## src/rtl/pipeline_pkg.sv

```systemverilog
// Shared pipeline types: the multiplier/divider launch packet, unit status,
// and the dispatch slot contents.
package pipeline_pkg;
  localparam int XLEN_P       = 32;
  localparam int REG_ADDR_W_P = 5;

  typedef struct packed {
    logic                    valid;
    logic                    mul_start;
    logic                    div_start;
    logic [1:0]              mul_op;
    logic [1:0]              div_op;
    logic [XLEN_P-1:0]       a;
    logic [XLEN_P-1:0]       b;
    logic [REG_ADDR_W_P-1:0] rd;
    logic                    wren;
  } mul_t;

  typedef struct packed {
    logic                    busy;
    logic [REG_ADDR_W_P-1:0] rd;
  } mul_status_t;

  typedef struct packed {
    logic [1:0]              op;
    logic [XLEN_P-1:0]       a;
    logic [XLEN_P-1:0]       b;
    logic [REG_ADDR_W_P-1:0] rd;
    logic                    wren;
  } md_slot_t;

  typedef enum logic {MUL_U = 1'b0, DIV_U = 1'b1} md_unit_e;
  typedef enum logic {S_EMPTY = 1'b0, S_FULL = 1'b1} md_state_e;

  // x0 is hardwired to zero and never creates a dependency.
  function automatic logic rd_hit(logic [REG_ADDR_W_P-1:0] chk,
                                  logic [REG_ADDR_W_P-1:0] rd);
    return (chk != '0) && (chk == rd);
  endfunction
endpackage

```

## src/rtl/md_issue_slot.sv

```systemverilog
// One holding slot for a MUL or DIV unit: EMPTY/FULL FSM, post-launch guard
// and the pending-rd match used by the hazard stall.
module md_issue_slot
  import pipeline_pkg::*;
(
  input  logic                    i_clk,
  input  logic                    i_rst,
  input  logic                    i_flush,
  input  logic                    i_accept,
  input  logic                    i_launch,
  input  md_slot_t                i_slot,
  input  mul_status_t             i_fb,
  input  logic                    i_chk_valid,
  input  logic [REG_ADDR_W_P-1:0] i_chk_rs1,
  input  logic [REG_ADDR_W_P-1:0] i_chk_rs2,
  input  logic [REG_ADDR_W_P-1:0] i_chk_rd,
  output logic                    o_full,
  output logic                    o_eligible,
  output logic                    o_match,
  output md_slot_t                o_slot
);
  md_state_e                 state_q, state_d;
  md_slot_t                  slot_q;
  logic                      guard_q;
  logic [REG_ADDR_W_P-1:0]   grd_q;
  logic [2:0][REG_ADDR_W_P-1:0] chk;

  always_ff @(posedge i_clk or posedge i_rst)
    if (i_rst) state_q <= S_EMPTY;
    else       state_q <= state_d;

  always_comb begin
    state_d = state_q;
    case (state_q)
      S_EMPTY: if (i_accept && !i_flush)  state_d = S_FULL;
      S_FULL:  if (i_flush || i_launch)   state_d = S_EMPTY;
      default:                            state_d = S_EMPTY;
    endcase
  end

  always_comb begin
    o_full     = (state_q == S_FULL);
    o_eligible = o_full && !i_fb.busy && !guard_q;
    o_slot     = slot_q;
  end

  // Guard covers the cycle before the unit's busy flag becomes visible.
  always_ff @(posedge i_clk or posedge i_rst)
    if (i_rst) begin
      slot_q  <= '0;
      guard_q <= 1'b0;
      grd_q   <= '0;
    end else begin
      if (i_accept) slot_q <= i_slot;
      guard_q <= i_launch && !i_flush;
      if (i_launch) grd_q <= slot_q.rd;
    end

  assign chk = {i_chk_rd, i_chk_rs2, i_chk_rs1};

  always_comb begin
    o_match = 1'b0;
    for (int i = 0; i < 3; i++)
      o_match |= (o_full && slot_q.wren && rd_hit(chk[i], slot_q.rd)) ||
                 (i_fb.busy && rd_hit(chk[i], i_fb.rd)) ||
                 (guard_q && rd_hit(chk[i], grd_q));
    o_match &= i_chk_valid;
  end
endmodule

```

## src/rtl/mul_div_dispatch.sv

```systemverilog
// MUL/DIV issue stage: one slot per unit, round-robin launch arbiter,
// single-cycle launch packet and RAW/WAW stall generation.
module mul_div_dispatch
  import pipeline_pkg::*;
#(
  parameter int REG_ADDR_W = 5,
  parameter int XLEN       = 32
) (
  input  logic                  i_clk,
  input  logic                  i_rst,
  input  logic                  i_flush,
  input  logic                  i_ex_valid,
  input  logic                  i_ex_is_mul,
  input  logic                  i_ex_is_div,
  input  logic [1:0]            i_ex_op,
  input  logic [XLEN-1:0]       i_ex_rs1_data,
  input  logic [XLEN-1:0]       i_ex_rs2_data,
  input  logic [REG_ADDR_W-1:0] i_ex_rd_addr,
  input  logic                  i_ex_wren,
  output logic                  o_ex_ready,
  input  logic                  i_chk_valid,
  input  logic [REG_ADDR_W-1:0] i_chk_rs1_addr,
  input  logic [REG_ADDR_W-1:0] i_chk_rs2_addr,
  input  logic [REG_ADDR_W-1:0] i_chk_rd_addr,
  output logic                  o_hazard_stall,
  input  mul_status_t           i_mul_fb_dat,
  input  mul_status_t           i_div_fb_dat,
  output mul_t                  o_abt_mul_dat
);
  logic [1:0]  full, elig, launch, accept, match;
  md_slot_t    slot_in;
  md_slot_t    slot_q [2];
  mul_status_t fb     [2];
  md_unit_e    rr_q;

  assign fb[0] = i_mul_fb_dat;
  assign fb[1] = i_div_fb_dat;

  always_comb begin
    slot_in      = '0;
    slot_in.op   = i_ex_op;
    slot_in.a    = i_ex_rs1_data;
    slot_in.b    = i_ex_rs2_data;
    slot_in.rd   = i_ex_rd_addr;
    slot_in.wren = i_ex_wren;
  end

  // Illegal both-targets encoding is rejected outright.
  assign o_ex_ready = !i_rst && i_ex_valid && !i_flush && (i_ex_is_mul ^ i_ex_is_div) &&
                      (i_ex_is_mul ? !full[0] : !full[1]);
  assign accept = {o_ex_ready && i_ex_is_div, o_ex_ready && i_ex_is_mul};

  for (genvar g = 0; g < 2; g++) begin : g_slot
    md_issue_slot u_slot (
      .i_clk       (i_clk),
      .i_rst       (i_rst),
      .i_flush     (i_flush),
      .i_accept    (accept[g]),
      .i_launch    (launch[g]),
      .i_slot      (slot_in),
      .i_fb        (fb[g]),
      .i_chk_valid (i_chk_valid),
      .i_chk_rs1   (i_chk_rs1_addr),
      .i_chk_rs2   (i_chk_rs2_addr),
      .i_chk_rd    (i_chk_rd_addr),
      .o_full      (full[g]),
      .o_eligible  (elig[g]),
      .o_match     (match[g]),
      .o_slot      (slot_q[g])
    );
  end

  always_comb begin
    launch = 2'b00;
    if (!i_rst && !i_flush) begin
      if (elig == 2'b11) launch = (rr_q == MUL_U) ? 2'b01 : 2'b10;
      else               launch = elig;
    end
  end

  // Pointer only moves on a contended grant; flush leaves it alone.
  always_ff @(posedge i_clk or posedge i_rst)
    if (i_rst)                            rr_q <= MUL_U;
    else if (!i_flush && elig == 2'b11)   rr_q <= (rr_q == MUL_U) ? DIV_U : MUL_U;

  always_comb begin
    o_abt_mul_dat = '0;
    if (launch[0]) begin
      o_abt_mul_dat.valid     = 1'b1;
      o_abt_mul_dat.mul_start = 1'b1;
      o_abt_mul_dat.mul_op    = slot_q[0].op;
      o_abt_mul_dat.a         = slot_q[0].a;
      o_abt_mul_dat.b         = slot_q[0].b;
      o_abt_mul_dat.rd        = slot_q[0].rd;
      o_abt_mul_dat.wren      = slot_q[0].wren;
    end else if (launch[1]) begin
      o_abt_mul_dat.valid     = 1'b1;
      o_abt_mul_dat.div_start = 1'b1;
      o_abt_mul_dat.div_op    = slot_q[1].op;
      o_abt_mul_dat.a         = slot_q[1].a;
      o_abt_mul_dat.b         = slot_q[1].b;
      o_abt_mul_dat.rd        = slot_q[1].rd;
      o_abt_mul_dat.wren      = slot_q[1].wren;
    end
  end

  assign o_hazard_stall = !i_rst && (|match);
endmodule

```

## config.mk

```make
export PLATFORM = sky130hd
export DESIGN_NAME = mul_div_dispatch
export DESIGN_NICKNAME = d
export VERILOG_FILES = /design/src/rtl/pipeline_pkg.sv /design/src/rtl/md_issue_slot.sv /design/src/rtl/mul_div_dispatch.sv
export SDC_FILE = /design/constraint.sdc
export NUM_CORES = 1
export LEC_CHECK = 0
export CORE_MARGIN = 3
export CORE_UTILIZATION = 60
export CTS_CLUSTER_DIAMETER = 80
export DETAILED_ROUTE_END_ITERATION = 6
export DONT_BUFFER_PORTS = 1
export PLACE_DENSITY = 0.81
export SKIP_LAST_GASP = 1
export SYNTH_ARGS = -nofsm -noshare
export SYNTH_HDL_FRONTEND = slang
export SYNTH_SLANG_ARGS = --single-unit
```

## constraint.sdc

```tcl
create_clock -name i_clk -period 17.1 [get_ports i_clk]
set_clock_uncertainty 0.05 [all_clocks]
set_input_delay 3.42 -clock i_clk [delete_from_list [all_inputs] [get_ports i_clk]]
set_output_delay 3.42 -clock i_clk [all_outputs]
set_load 0.02 [all_outputs]
```

==> run summary <==
Pwr Total: 1.07 mW
Cell family with most CP delay: compound AO/OA/AOI/OAI gates
Die width: 120 um
Critical path capture point: o_abt_mul_dat[38]
Startpoint Class: input pin
Vias post-DR: 4908
Htree depth: 4
DRC: 0
Critical Path, Cell by Cell: nor2_1 -> nand2_1 -> a2111oi_4 -> buf_4 -> a22o_1
Slew Viols, Final: 0
Antenna violations before repair: 0
Post-Syn Area: 7840 um2
Post-CTS Hold Fix Bufs: 0
Most frequent cells in the layout: dfrtp_1, mux2_2, a22o_1
Largest net degree at the start of global routing: 106
HPWL after DPL: 11800 um
CORE AREA: 12700 um2
XOR/XNOR Fraction of Synth Area: 10.2%
Final setup TNS: 0 ps
CTS resizes: 0
Reg2reg start: g_slot[1].u_slot.o_full$_DFF_PP0_
R2r setup slk: 14410 ps
Antenna viol nets, final: 0
Vias in the first global route: 5284
Setup crit end kind: output port
Largest family of logic cells by synthesized area: multiplexers
Clock buffer depth: 2
Stages on worst setup path: 5
Fin crit period: 8790 ps
Cell count after synthesis: 620
GRT overflow: 0
Max incr delay on CP: 740 ps
ANT cells: 0
Gr usage total: 24.7%
First-pass GRT wire length: 27800 um
Yosys cell types: 32
CP Buf/Inv Count: 1
Die area: 14500 um2
Drt via density: 6.32
Post-CTS Setup Inserts: 0
Num rows: 41
Worst Path Required: 13630 ps
Seq/Total Area, Yosys: 50.7%
Outcome: completed
Multiplexer share of the synthesized area: 20.7%
Leak: 3.64 nW
Post-Syn Nets: 726
Final hold vios: 0
# port buffers: 0
Final setup viols: 0
Most common cell after layout, fill and taps aside: dfrtp_1
Starting density of the core: 61.6%
Final Cycle Share: 51.4%
CTS buffer count: 17
Worst Path Max Fanout: 78
Placer congestion estimate: 0.879
Worst VDD drop: 0.0000937 V
Top Ports: 185
Arrival time worst endpoint: 5320 ps
Area leader, netlist: dfrtp_1
Average wire per standard cell: 22.4 um
Setup CP Type: in -> out
Max Fclk: 0.114 GHz
Synth Warn #: 0
Total clock sinks: 159
Layout fillers: 988
Crit path from: i_mul_fb_dat[5]
RSZ-0062 raised after global routing: false
CTS clk-pin slew, worst paths: 60 ps
R2R cell count: 5
Synthesis-stage register bit count: 159
Synth Area in Simple Gates: 5.30%
Slew headroom: 30.2%
Clk_lat worst skew: 420 ps
Final wirelength: 17400 um
Drt first pass iters: 4
PwrDens: 126 nW/um2
MaxCap Viol Count: 0
CTS root buf: clkbuf_16
Layout Nets: 698
Worst hold path type: reg -> reg
Worst R2R End: g_slot[1].u_slot.o_slot[21]$_DFFE_PP0P_
Post-synth top area share: 50.7%
Mapped Avg Cell Area: 12.6 um2
P&R area growth vs syn: 7.99%
Worst Hold Path Cells: 1
Die Height: 120 um
CTS tree: yes
Post-synthesis compound-gate area fraction: 9.35%
Worst-Margin Slew: 1050 ps
Slowest CP cell: buf_4
Synth Area in Adders: 0%
Fraction of layout cells with a size suffix above 1: 30.2%
Drt initial violations: 418
Synth area leaders: dfrtp_1, mux2_2, a22o_1
==> registers in the layout, summed over array words and instances (netlist names) <==
register,cells
g_slot.u_slot.grd_q,10
g_slot.u_slot.guard_q,2
g_slot.u_slot.o_full,2
g_slot.u_slot.o_slot,144
rr_q,1
==> area by class of cell <==
| class | count | area [um2] | area share, % |
|---|---|---|---|
| clock buffer | 21 | 450 | 5.32 |
| timing repair buffer | 2 | 15.0 | 0.177 |
| inverter | 11 | 46.3 | 0.547 |
| multi-input combinational | 401 | 3580 | 42.3 |
| sequential | 159 | 3980 | 47.0 |
| tap | 172 | 215 | 2.54 |
| clock inverter | 11 | 178 | 2.10 |
==> worst min path at each step <==
stage                                                  from  slack (ps)                                 endpoint
finish              g_slot[1].u_slot.o_slot[71]$_DFFE_PP0P_         450  g_slot[1].u_slot.o_slot[71]$_DFFE_PP0P_
CTS                 g_slot[1].u_slot.o_slot[70]$_DFFE_PP0P_         450  g_slot[1].u_slot.o_slot[70]$_DFFE_PP0P_
detailed placement  g_slot[1].u_slot.o_slot[70]$_DFFE_PP0P_         440  g_slot[1].u_slot.o_slot[70]$_DFFE_PP0P_
global placement    g_slot[0].u_slot.o_slot[70]$_DFFE_PP0P_         430  g_slot[0].u_slot.o_slot[70]$_DFFE_PP0P_
global route        g_slot[0].u_slot.o_slot[70]$_DFFE_PP0P_         460  g_slot[0].u_slot.o_slot[70]$_DFFE_PP0P_
floorplan           g_slot[0].u_slot.o_slot[70]$_DFFE_PP0P_         420  g_slot[0].u_slot.o_slot[70]$_DFFE_PP0P_
==> cells in the mapped netlist <==
cell type and count:
o211a_1 2, o22ai_1 3, nor4_1 15, a21boi_0 1, or3b_2 1, inv_1 11, or4_1 3, buf_2 14
nand2_1 19, xnor2_1 30, nor2_2 1, xor2_1 61, and2_1 5, mux2_2 144, nor3_1 3, buf_1 1
nor3b_2 1, o21ai_1 3, buf_4 12, nor3b_1 1, a2111oi_4 1, nand4_1 9, clkbuf_1 21, buf_6 1
o21ai_0 10, nor2_1 4, a31oi_1 1, dfrtp_1 159, a2111oi_0 1, nand3_1 15, a21oi_1 2, a22o_1 65
==> per-stage QoR <==
| stage | hold slack [ps] | std cells | instance area (um2) | util, % | worst slack, ps |
|---|---|---|---|---|---|
| global placement | 429 | 745 | 7840 | 61.6 | 8410 |
| CTS | 452 | 777 | 8470 | 66.6 | 8310 |
| finish | 445 | 777 | 8470 | 66.6 | 8310 |
| global route | 464 | 777 | 8470 | 66.6 | 8130 |
| detailed placement | 438 | 745 | 7840 | 61.6 | 8310 |
| floorplan | 421 | 620 | 7840 | - | 6300 |
==> metal layers <==
layer / wire length [um] / share of wire [%] / vias up / GRT usage [%]
met5: 0 / 0 / - / 0
met4: 610 / 3.5 / 0 / 11.2
met3: 1640 / 9.4 / 51 / 9.96
met2: 8380 / 48 / 214 / 38.5
met1: 6790 / 39 / 2476 / 30.2
li1: - / - / 2167 / -
==> power breakdown <==
group | total [mW] | switching [mW] | leakage [nW] | internal (mW)
sequential | 0.532 | 0.0656 | 1.94 | 0.466
clock | 0.399 | 0.149 | 0.300 | 0.250
combinational | 0.138 | 0.0485 | 1.40 | 0.0896
==> kinds of logic (layout without fill, tap and decap cells) <==
logic type,count (synthesis),count (layout)
DFF,159,159
muxes,144,144
xor gates and xnor gates,91,91
AOI/OAI and AO/OA,89,89
and+or+nand+nor,77,77
buffers and inverters,60,45
No activity file was read; power rests on OpenSTA's default activity.
